$ cat src/rtl/fec23_dec.sv
// Rate-2/3 shortened-Hamming (15,10) payload decoder with single-error correction,
// serial info-bit emission and saturating error statistics; bypass forwards raw bits.
module fec23_dec #(
    parameter int ERRCNT_W = 8
) (
    input  logic                clk_6M,
    input  logic                rstz,
    input  logic                dec_py_st_p,
    input  logic                dec_py_period,
    input  logic                fec23_en,
    input  logic                rxbit,
    input  logic                rxbit_valid_p,
    output logic                pydecdatout,
    output logic                py_datvalid_p,
    output logic                blk_corr_p,
    output logic                blk_uncorr_p,
    output logic [ERRCNT_W-1:0] corr_cnt,
    output logic [ERRCNT_W-1:0] uncorr_cnt
);

    typedef enum logic [0:0] {
        EMIT_IDLE = 1'b0,
        EMIT      = 1'b1
    } emit_st_t;

    localparam logic [ERRCNT_W-1:0] CNT_MAX = {ERRCNT_W{1'b1}};

    // One Horner step of r(D) mod g(D), g = D^5+D^4+D^2+1, bits arriving high order first.
    function automatic logic [4:0] syn_step(input logic [4:0] s, input logic b);
        logic [4:0] v;
        v = {s[3:0], b};
        if (s[4]) begin
            v = v ^ 5'b10101;
        end else begin
            v = v ^ 5'b00000;
        end
        return v;
    endfunction

    // Maps a syndrome to {hit, bit index j}; zero and unlisted syndromes miss.
    function automatic logic [4:0] syn_lookup(input logic [4:0] s);
        logic [4:0] r;
        case (s)
            5'b11010: r = {1'b1, 4'd0};
            5'b01101: r = {1'b1, 4'd1};
            5'b11100: r = {1'b1, 4'd2};
            5'b01110: r = {1'b1, 4'd3};
            5'b00111: r = {1'b1, 4'd4};
            5'b11001: r = {1'b1, 4'd5};
            5'b10110: r = {1'b1, 4'd6};
            5'b01011: r = {1'b1, 4'd7};
            5'b11111: r = {1'b1, 4'd8};
            5'b10101: r = {1'b1, 4'd9};
            5'b10000: r = {1'b1, 4'd10};
            5'b01000: r = {1'b1, 4'd11};
            5'b00100: r = {1'b1, 4'd12};
            5'b00010: r = {1'b1, 4'd13};
            5'b00001: r = {1'b1, 4'd14};
            default:  r = {1'b0, 4'd0};
        endcase
        return r;
    endfunction

    logic [3:0]          r_j;
    logic [4:0]          r_syn;
    logic [9:0]          r_coll;
    logic                r_load;
    logic [4:0]          r_blk_syn;
    logic [9:0]          r_blk_info;
    emit_st_t            r_state;
    emit_st_t            w_state_nxt;
    logic [9:0]          r_emit_buf;
    logic [3:0]          r_emit_idx;
    logic                r_dout;
    logic                r_dv;
    logic                r_corr_p;
    logic                r_uncorr_p;
    logic [ERRCNT_W-1:0] r_corr_cnt;
    logic [ERRCNT_W-1:0] r_uncorr_cnt;

    logic                w_accept;
    logic                w_decode;
    logic                w_bypass;
    logic [4:0]          w_lookup;
    logic                w_hit;
    logic [3:0]          w_pos;
    logic [9:0]          w_fix_mask;
    logic [9:0]          w_info_fix;
    logic                w_emit_go;

    assign w_accept   = rxbit_valid_p & dec_py_period & ~dec_py_st_p;
    // Mode is only looked at on a block boundary; mid-block the block stays in decode.
    assign w_decode   = (r_j != 4'd0) | fec23_en;
    assign w_bypass   = w_accept & ~w_decode;
    assign w_lookup   = syn_lookup(r_blk_syn);
    assign w_hit      = w_lookup[4];
    assign w_pos      = w_lookup[3:0];
    assign w_info_fix = r_blk_info ^ w_fix_mask;

    // Correction mask: only a hit on an information position flips data.
    always_comb begin
        w_fix_mask = 10'd0;
        if (w_hit && (w_pos <= 4'd9)) begin
            w_fix_mask = 10'd1 << w_pos;
        end else begin
            w_fix_mask = 10'd0;
        end
    end

    // Collect: bit index, info shift register, syndrome LFSR and hand-off buffer.
    always_ff @(posedge clk_6M or negedge rstz) begin
        if (!rstz) begin
            r_j        <= 4'd0;
            r_syn      <= 5'd0;
            r_coll     <= 10'd0;
            r_load     <= 1'b0;
            r_blk_syn  <= 5'd0;
            r_blk_info <= 10'd0;
        end else if (dec_py_st_p) begin
            r_j        <= 4'd0;
            r_syn      <= 5'd0;
            r_coll     <= 10'd0;
            r_load     <= 1'b0;
            r_blk_syn  <= 5'd0;
            r_blk_info <= 10'd0;
        end else if (w_accept && w_decode) begin
            if (r_j < 4'd10) begin
                r_coll <= {rxbit, r_coll[9:1]};
            end else begin
                r_coll <= r_coll;
            end
            if (r_j == 4'd14) begin
                r_j        <= 4'd0;
                r_syn      <= 5'd0;
                r_blk_syn  <= syn_step(r_syn, rxbit);
                r_blk_info <= r_coll;
                r_load     <= 1'b1;
            end else begin
                r_j    <= r_j + 4'd1;
                r_syn  <= syn_step(r_syn, rxbit);
                r_load <= 1'b0;
            end
        end else if (!dec_py_period && (r_j != 4'd0)) begin
            r_j    <= 4'd0;
            r_syn  <= 5'd0;
            r_load <= 1'b0;
        end else begin
            r_load <= 1'b0;
        end
    end

    // Emit FSM state register.
    always_ff @(posedge clk_6M or negedge rstz) begin
        if (!rstz) begin
            r_state <= EMIT_IDLE;
        end else begin
            r_state <= w_state_nxt;
        end
    end

    // Emit FSM next state; a load always (re)starts a burst.
    always_comb begin
        w_state_nxt = r_state;
        w_emit_go   = 1'b0;
        if (dec_py_st_p) begin
            w_state_nxt = EMIT_IDLE;
        end else if (r_load) begin
            w_state_nxt = EMIT;
        end else begin
            case (r_state)
                EMIT_IDLE: w_state_nxt = EMIT_IDLE;
                EMIT: begin
                    if (r_emit_idx == 4'd10) begin
                        w_state_nxt = EMIT_IDLE;
                    end else begin
                        w_state_nxt = EMIT;
                        w_emit_go   = 1'b1;
                    end
                end
                default:   w_state_nxt = EMIT_IDLE;
            endcase
        end
    end

    // Output bit stream; a bypass bit colliding with a decoded burst is dropped.
    always_ff @(posedge clk_6M or negedge rstz) begin
        if (!rstz) begin
            r_emit_buf <= 10'd0;
            r_emit_idx <= 4'd0;
            r_dout     <= 1'b0;
            r_dv       <= 1'b0;
        end else if (dec_py_st_p) begin
            r_emit_buf <= 10'd0;
            r_emit_idx <= 4'd0;
            r_dout     <= 1'b0;
            r_dv       <= 1'b0;
        end else if (r_load) begin
            r_emit_buf <= w_info_fix;
            r_emit_idx <= 4'd1;
            r_dout     <= w_info_fix[0];
            r_dv       <= 1'b1;
        end else if (w_emit_go) begin
            r_emit_idx <= r_emit_idx + 4'd1;
            r_dout     <= r_emit_buf[r_emit_idx];
            r_dv       <= 1'b1;
        end else if (w_bypass) begin
            r_dout <= rxbit;
            r_dv   <= 1'b1;
        end else begin
            r_dv <= 1'b0;
        end
    end

    // Block flags and saturating statistics, aligned with the load cycle.
    always_ff @(posedge clk_6M or negedge rstz) begin
        if (!rstz) begin
            r_corr_p     <= 1'b0;
            r_uncorr_p   <= 1'b0;
            r_corr_cnt   <= {ERRCNT_W{1'b0}};
            r_uncorr_cnt <= {ERRCNT_W{1'b0}};
        end else if (dec_py_st_p) begin
            r_corr_p     <= 1'b0;
            r_uncorr_p   <= 1'b0;
            r_corr_cnt   <= {ERRCNT_W{1'b0}};
            r_uncorr_cnt <= {ERRCNT_W{1'b0}};
        end else begin
            r_corr_p   <= r_load & w_hit;
            r_uncorr_p <= r_load & ~w_hit & (r_blk_syn != 5'd0);
            if (r_load && w_hit && (r_corr_cnt != CNT_MAX)) begin
                r_corr_cnt <= r_corr_cnt + {{(ERRCNT_W-1){1'b0}}, 1'b1};
            end else begin
                r_corr_cnt <= r_corr_cnt;
            end
            if (r_load && !w_hit && (r_blk_syn != 5'd0) && (r_uncorr_cnt != CNT_MAX)) begin
                r_uncorr_cnt <= r_uncorr_cnt + {{(ERRCNT_W-1){1'b0}}, 1'b1};
            end else begin
                r_uncorr_cnt <= r_uncorr_cnt;
            end
        end
    end

    assign pydecdatout   = r_dout;
    assign py_datvalid_p = r_dv;
    assign blk_corr_p    = r_corr_p;
    assign blk_uncorr_p  = r_uncorr_p;
    assign corr_cnt      = r_corr_cnt;
    assign uncorr_cnt    = r_uncorr_cnt;

endmodule

$ cat config.mk
export PLATFORM = sky130hd
export DESIGN_NAME = fec23_dec
export DESIGN_NICKNAME = d
export VERILOG_FILES = /design/src/rtl/fec23_dec.sv
export SDC_FILE = /design/constraint.sdc
export NUM_CORES = 1
export LEC_CHECK = 0
export ABC_CLOCK_PERIOD_IN_PS = 3800
export CELL_PAD_IN_SITES_DETAIL_PLACEMENT = 1
export CELL_PAD_IN_SITES_GLOBAL_PLACEMENT = 2
export CORE_MARGIN = 2
export CORE_UTILIZATION = 41
export DETAILED_ROUTE_END_ITERATION = 16
export GPL_TIMING_DRIVEN = 0
export PLACE_DENSITY_LB_ADDON = 0.1
export REMOVE_ABC_BUFFERS = 1
export SYNTH_ARGS = -nofsm -noshare
export SYNTH_HDL_FRONTEND = slang
export SYNTH_SLANG_ARGS = --single-unit
$ cat constraint.sdc
create_clock -name clk_6M -period 3.8 [get_ports clk_6M]
set_clock_uncertainty 0.1 [all_clocks]
set_input_delay 0.76 -clock clk_6M [delete_from_list [all_inputs] [get_ports clk_6M]]
set_output_delay 0.76 -clock clk_6M [all_outputs]
set_load 0.02 [all_outputs]
==> impl_metrics.csv, run 1 <==
group,metric,value,unit
global_route,antenna_found_initial,0,
final_layout,num-nets-final,437,
worst_setup_path,cp_max_fo,14,
worst_setup_path,crit_chain,"inv_1 > ha_1 > xor2_1 > mux2i_2 > o211ai_1 > or4_1 > a21oi_1",
worst_setup_path,path_class,"reg2reg",
synthesis,yosys-top-cells-area,"dfrtp_1 46%, nand2_1 4.7%, ha_1 4.2%",
final_layout,final_cell_mix,"70 x dfrtp_1, 48 x nand2_1, 38 x nor2_1",
worst_setup_path,cp_data_arrival_time,3250,ps
pwr,peakVddDrop,190.7,uV
worst_setup_path,cpPeakStageDelay,630,ps
clock_tree,postCtsHoldBufs,0,
floorplan,die_area,10180,sq um
sta,slew_viol_final,0,
sta,post-route-min-period,3093,ps
worst_setup_path,cp_slowest_cell,"or4_1",
synthesis,yosysSeqAreaShare,0.4551,
flow_run,drv_cap,0,
sta,finalSetupViolations,0,
clock_tree,post-cts-setup-buffers,0,
clock_tree,cts_made_buffers,9,
drt,drtIter0Drc,119,
drt,totalWireLength,8.929,mm
synthesis,synth_edf_count,0,
floorplan,fp.dieW,100.9,um
drt,ant_nets,0,
worst_setup_path,end_kind,"flop",
drt,post-route-drc-count,0,
final_layout,syn_to_final_growth,14.27,%
worst_setup_path,cp.required,3960,ps
place,place_inst,517,
final_layout,antenna_cells,0,
floorplan,die_h,100.9,um
final_layout,final_cells,532,
sta,slew_headroom,0.3336,
sta,tns,0,ps
synthesis,syn_inst,402,
synthesis,synth_ff_type,"dfrtp_1",
synthesis,syn_area_per_cell,9.574,sq um
place,dp_hpwl,6.244,mm
global_route,gr-total-overflow,0,
clock_tree,cts_root_buffer,"clkbuf_8",
synthesis,synth_top_cell_by_area,"dfrtp_1",
global_route,grt_start_max_net_pins,39,
clock_tree,cts_buffer_depth,2,
drt,avgViaCountPerCell,5.742,
clock_tree,clk_pin_slew,80,ps
clock_tree,clk-insertion-delay-late,350,ps
global_route,first_global_vias,3125,
sta,finalCritPeriodShare,0.8141,
final_layout,layout-drive-gt1-share,0.06413,
global_route,grt_pass1_wl,15.21,mm
synthesis,netlist_area,3849,sq um
drt,drt-pass1-iter-count,4,
synthesis,synth.yosys.warnings,0,
sta,report.final.hold_viol_count,0,
outcome,outcome,"finished, final reports clean",
floorplan,fp-row-count,35,
sta,worst_slew_pin_slew,995.2,ps
clock_tree,cts.repair.resized,0,
floorplan,ioPinCount,27,
clock_tree,tritoncts,"built",
drt,num_vias,3055,
min_path,hold_class,"in2async",
floorplan,initial_core_util,0.4205,
synthesis,yosys.area.top_type_share,0.4551,
sta,rsz0062_at_grt,"false",
pwr,power_density,332.9,nW/um^2
clock_tree,cts_sinks,70,
drt,avgRoutedWirePerCell,16.78,um
place,gp_congestion,0.7617,
pwr,p_leak,1.836,nW
worst_setup_path,worstSetupStartpointType,"flop",
sta,fmax,323.3,MHz
synthesis,synth-seq-cells,70,
final_layout,layout_commonest_cell,"dfrtp_1",
clock_tree,cts.htree.levels,3,
floorplan,core_area,9153,sq um
synthesis,ys_types,53,
synthesis,synthArstFlopShare,1.000,
worst_setup_path,ff2ff_setup_slack,710,ps
global_route,grtUsageTotal,0.1890,
place,io_buffers,26,
==> metrics by stage <==
| stage | util | hold WS [ps] | total power, mW | cell area, sq um | setup WS, ps |
|---|---|---|---|---|---|
| detailed placement | 0.4573 | 405.0 | 0.8231 | 4185 | 412.3 |
| floorplan | - | 364.4 | 0.7790 | 3754 | 1232 |
| CTS | 0.4805 | 266.1 | 1.489 | 4398 | 674.6 |
| global placement | 0.4537 | 398.3 | 0.8183 | 4153 | -1043 |
| global route | 0.4805 | 274.2 | 1.526 | 4398 | 406.3 |
| finish | 0.4805 | 261.6 | 1.464 | 4398 | 706.5 |
==> routing by layer <==
metal  global-route usage  vias up  wire [um]
li1                     -     1495          -
met2               0.3144       43       4320
met1               0.2458     1506       4247
met4              0.07271        0        146
met5                    0        -          0
met3              0.03259       11        215
==> flip-flops by register name, summed over array words and instances, names as in the netlist <==
signal	cells
r_coll	10
r_load	1
corr_cnt	8
r_blk_info	10
uncorr_cnt	8
r_blk_syn	5
r_emit_idx	4
blk_uncorr_p	1
r_emit_buf	10
blk_corr_p	1
py_datvalid_p	1
r_state	1
r_j	4
r_syn	5
pydecdatout	1
==> area by class of cell <==
| class | count | area, sq um |
|---|---|---|
| Tap cell | 111 | 138.9 |
| Fill cell | 1068 | 4755 |
| Clock buffer | 10 | 127.6 |
| Clock inverter | 5 | 85.08 |
| Sequential cell | 70 | 1752 |
| Inverter | 13 | 48.80 |
| Timing Repair Buffer | 28 | 292.8 |
| Multi-Input combinational cell | 295 | 1953 |
==> final timing paths <==
kind | from | end | cells past startpoint
setup reg to reg | r_blk_syn[1] | corr_cnt[5] | 7
hold / removal | rstz | r_blk_syn[0] | 1
min in group clk_6M | r_emit_buf[9] | r_emit_buf[9] | 2
setup / recovery | r_blk_syn[1] | corr_cnt[5] | 7
hold reg to reg | r_emit_buf[9] | r_emit_buf[9] | 2
max in group asynchronous | rstz | corr_cnt[5] | 2
==> cells by family (layout without fill, tap and decap cells) <==
logic type / after synthesis / in the layout / share of synthesized area
AND/OR/NAND/NOR: 161 / 161 / 0.2110
AO/OA/AOI/OAI: 86 / 86 / 0.1547
flip-flops: 70 / 70 / 0.4551
buffers and inverters: 37 / 56 / 0.03739
multiplexers: 21 / 21 / 0.06567
XOR/XNOR: 14 / 14 / 0.03381
adder cells (fa/ha/maj): 13 / 13 / 0.04226
==> where the power goes <==
group | leakage [nW] | internal [mW] | switching [mW]
sequential | 0.977 | 0.747 | 0.00232
combinational | 0.757 | 0.0171 | 0.0399
clock | 0.103 | 0.369 | 0.289
==> Yosys cell counts, types with 7 or more instances <==
cell type / number
nand4_1: 7
nand2_1: 48
nor3_1: 7
nand3_1: 9
dfrtp_1: 70
xor2_1: 7
ha_1: 13
nor2_1: 38
o31ai_1: 10
mux2i_1: 16
or3_1: 11
clkbuf_1: 17
a21oi_1: 25
o211ai_1: 9
o21ai_0: 9
or4_1: 13
inv_1: 13
==> worst max-delay path, delay by kind of cell (launching register included) <==
kind            cells  cell delay, ps
flops               1             440
mux                 1             460
xor+xnor            1             210
fa+ha+maj           1             410
compound gates      2             660
buf+inv             1             110
simple gates        1             630
No activity file was read; power rests on OpenSTA's default activity.
==> run 2, diff against run 1 <==
ABC_CLOCK_PERIOD_IN_PS = 2800   (was 3800)
CORE_UTILIZATION = 34   (was 41)
clock period = 2.8 ns   (was 3.8 ns; I/O delays follow)
==> impl_metrics.csv, run 2 (synthesis gave the netlist of run 1 again) <==
group,metric,value,unit
pwr,p_switching,0.5008,mW
place,place_inst,546,
outcome,outcome,"finished, final reports clean",
sta,post-route-min-period,2651,ps
place,dp_slack,-508.9,ps
drt,post-route-drc-count,0,
final_layout,final_cell_mix,"68 x dfrtp_1, 48 x nand2_1, 38 x nor2_1",
global_route,grt_start_max_net_pins,53,
drt,num_vias,3111,
drt,drt-pass1-iter-count,4,
clock_tree,clk-insertion-delay-late,330,ps
drt,ant_nets,0,
global_route,grt_use_met1,0.2312,
clock_tree,cts_buffer_depth,2,
clock_tree,cts_sinks,70,
clock_tree,clk_pin_slew,60,ps
global_route,grt_pass1_wl,16.50,mm
global_route,grt_most_used_layer,"met2",
global_route,met2_usage,0.2936,
pwr,peakVddDrop,194.8,uV
pwr,totalPowerFinal,2.254,mW
clock_tree,postCtsHoldBufs,0,
global_route,first_global_vias,3293,
clock_tree,cts.htree.levels,3,
place,dp_hpwl,6.584,mm
clock_tree,cts_root_buffer,"clkbuf_16",
final_layout,num-nets-final,448,
sta,slew_headroom,0.5330,
final_layout,syn_to_final_growth,21.26,%
final_layout,antenna_cells,0,
worst_setup_path,cp_max_fo,9,
pwr,clock_power_share,0.513,
pwr,power_density,482.9,nW/um^2
drt,totalWireLength,9.774,mm
drt,drtIter0Drc,85,
worst_setup_path,worstSetupStartpointType,"flop",
sta,fmax,377.3,MHz
worst_setup_path,cp_data_arrival_time,2800,ps
sta,slew_viol_final,0,
final_layout,final_cells,573,
sta,report.final.hold_viol_count,0,
final_layout,top_regs,"r_blk_info x10, r_coll x10, r_emit_buf x10",
final_layout,fillers,1255,
floorplan,fp.dieW,110.4,um
global_route,grtUsageTotal,0.1745,
worst_setup_path,path_class,"reg2reg",
final_layout,layout_commonest_cell,"dfrtp_1",
sta,finalCritPeriodShare,0.9467,
pwr,switching_share,0.2222,
floorplan,ioPinCount,27,
min_path,hold_class,"in2async",
worst_setup_path,end_kind,"flop",
sta,finalSetupViolations,0,
floorplan,die_area,12190,sq um
final_layout,layout-drive-gt1-share,0.1178,
worst_setup_path,cp.required,2950,ps
clock_tree,cts_made_buffers,9,
sta,rsz0062_at_grt,"false",
sta,worst_slew_pin_slew,700.5,ps
place,io_buffers,26,
place,gp_congestion,0.7599,
pwr,p_leak,1.916,nW
pwr,power_frac_comb,0.035,
drt,avgViaCountPerCell,5.429,
global_route,gr-total-overflow,0,
floorplan,initial_core_util,0.3519,
global_route,antenna_found_initial,0,
pwr,p_seq_frac,0.452,
clock_tree,tritoncts,"built",
floorplan,die_h,110.4,um
sta,tns,0,ps
global_route,met3_usage,0.02469,
sta,timing.final.ws_setup,149.4,ps
floorplan,core_area,10940,sq um
drt,avgRoutedWirePerCell,17.06,um
pwr,p_int,1.753,mW
floorplan,fp-row-count,38,
flow_run,drv_cap,0,
==> run 2: cell types whose count changed in the layout (fill, tap and decap cells not counted), moves of 2 or more <==
cell        previous run  this run
dfrtp_2                0         2
buf_4                  1        12
clkbuf_16              0         9
inv_2                  0         2
dfrtp_1               70        68
inv_1                 13        10
clkbuf_8               9         1
clkinvlp_4             1         3
==> run 2: path summary, 6_finish.rpt <==
| kind | endpoint | start | slack [ps] | depth (start not counted) |
|---|---|---|---|---|
| worst max-delay path | r_emit_buf[4] | r_blk_syn[1] | 150 | 7 |
| min in group clk_6M | r_emit_buf[8] | r_emit_buf[8] | 410 | 2 |
| worst min-delay path | uncorr_cnt[7] | rstz | 80 | 1 |
| worst max register to register | r_emit_buf[4] | r_blk_syn[1] | 150 | 7 |
| worst min register to register | r_emit_buf[8] | r_emit_buf[8] | 410 | 2 |
| max in group asynchronous | r_emit_buf[7] | rstz | 1950 | 2 |
==> run 2: through the flow <==
step / utilization / instance area [sq um] / hold WS (ps)
2_1_floorplan: - / 3754 / 164.4
3_3_place_gp: 0.3831 / 4189 / 404.2
3_5_place_dp: 0.3860 / 4222 / 404.0
6_report: 0.4268 / 4667 / 80.41
4_1_cts: 0.4198 / 4591 / 102.8
5_1_grt: 0.4268 / 4667 / 117.8
==> run 2: area by class of cell <==
cell class | count | area (sq um) | area share
timing repair buffer | 39 | 375.4 | 0.08043
clock buffer | 11 | 242.7 | 0.05201
sequential | 70 | 1754 | 0.3759
clock inverter | 5 | 58.81 | 0.01260
multi-input combinational | 295 | 2008 | 0.4303
inverter | 13 | 52.55 | 0.01126
tap | 140 | 175.2 | 0.03753
==> run 2: timing repair <==
action / 4_1_cts / 5_1_grt
endpoints found under the setup margin: 31 / 18
buffers inserted: 4 / 7
resized for setup: 7 / 8
pin swaps: 2 / 1
==> run 2: power by group through the flow <==
stage / combinational (mW) / clock, mW / sequential, mW
after global routing: 0.0909 / 1.23 / 1.02
after CTS: 0.0825 / 1.19 / 1.02
final: 0.0799 / 1.16 / 1.02
after floorplan: 0.0202 / 0 / 1.04
after detailed placement: 0.0824 / 0 / 1.04
after global placement: 0.0760 / 0 / 1.04
==> run 2: layer usage <==
| metal | part of all wire | vias to the layer above |
|---|---|---|
| met1 | 0.49 | 1549 |
| li1 | - | 1518 |
| met3 | 0.026 | 10 |
| met2 | 0.47 | 34 |
| met4 | 0.011 | 0 |
| met5 | 0 | - |
==> run 2: critical path: stages (launching register included) <==
cell,delay (ps)
dfrtp_1,440
inv_2,120
ha_4,230
or2_2,290
mux4_2,560
buf_4,180
or4_1,460
o211ai_1,170
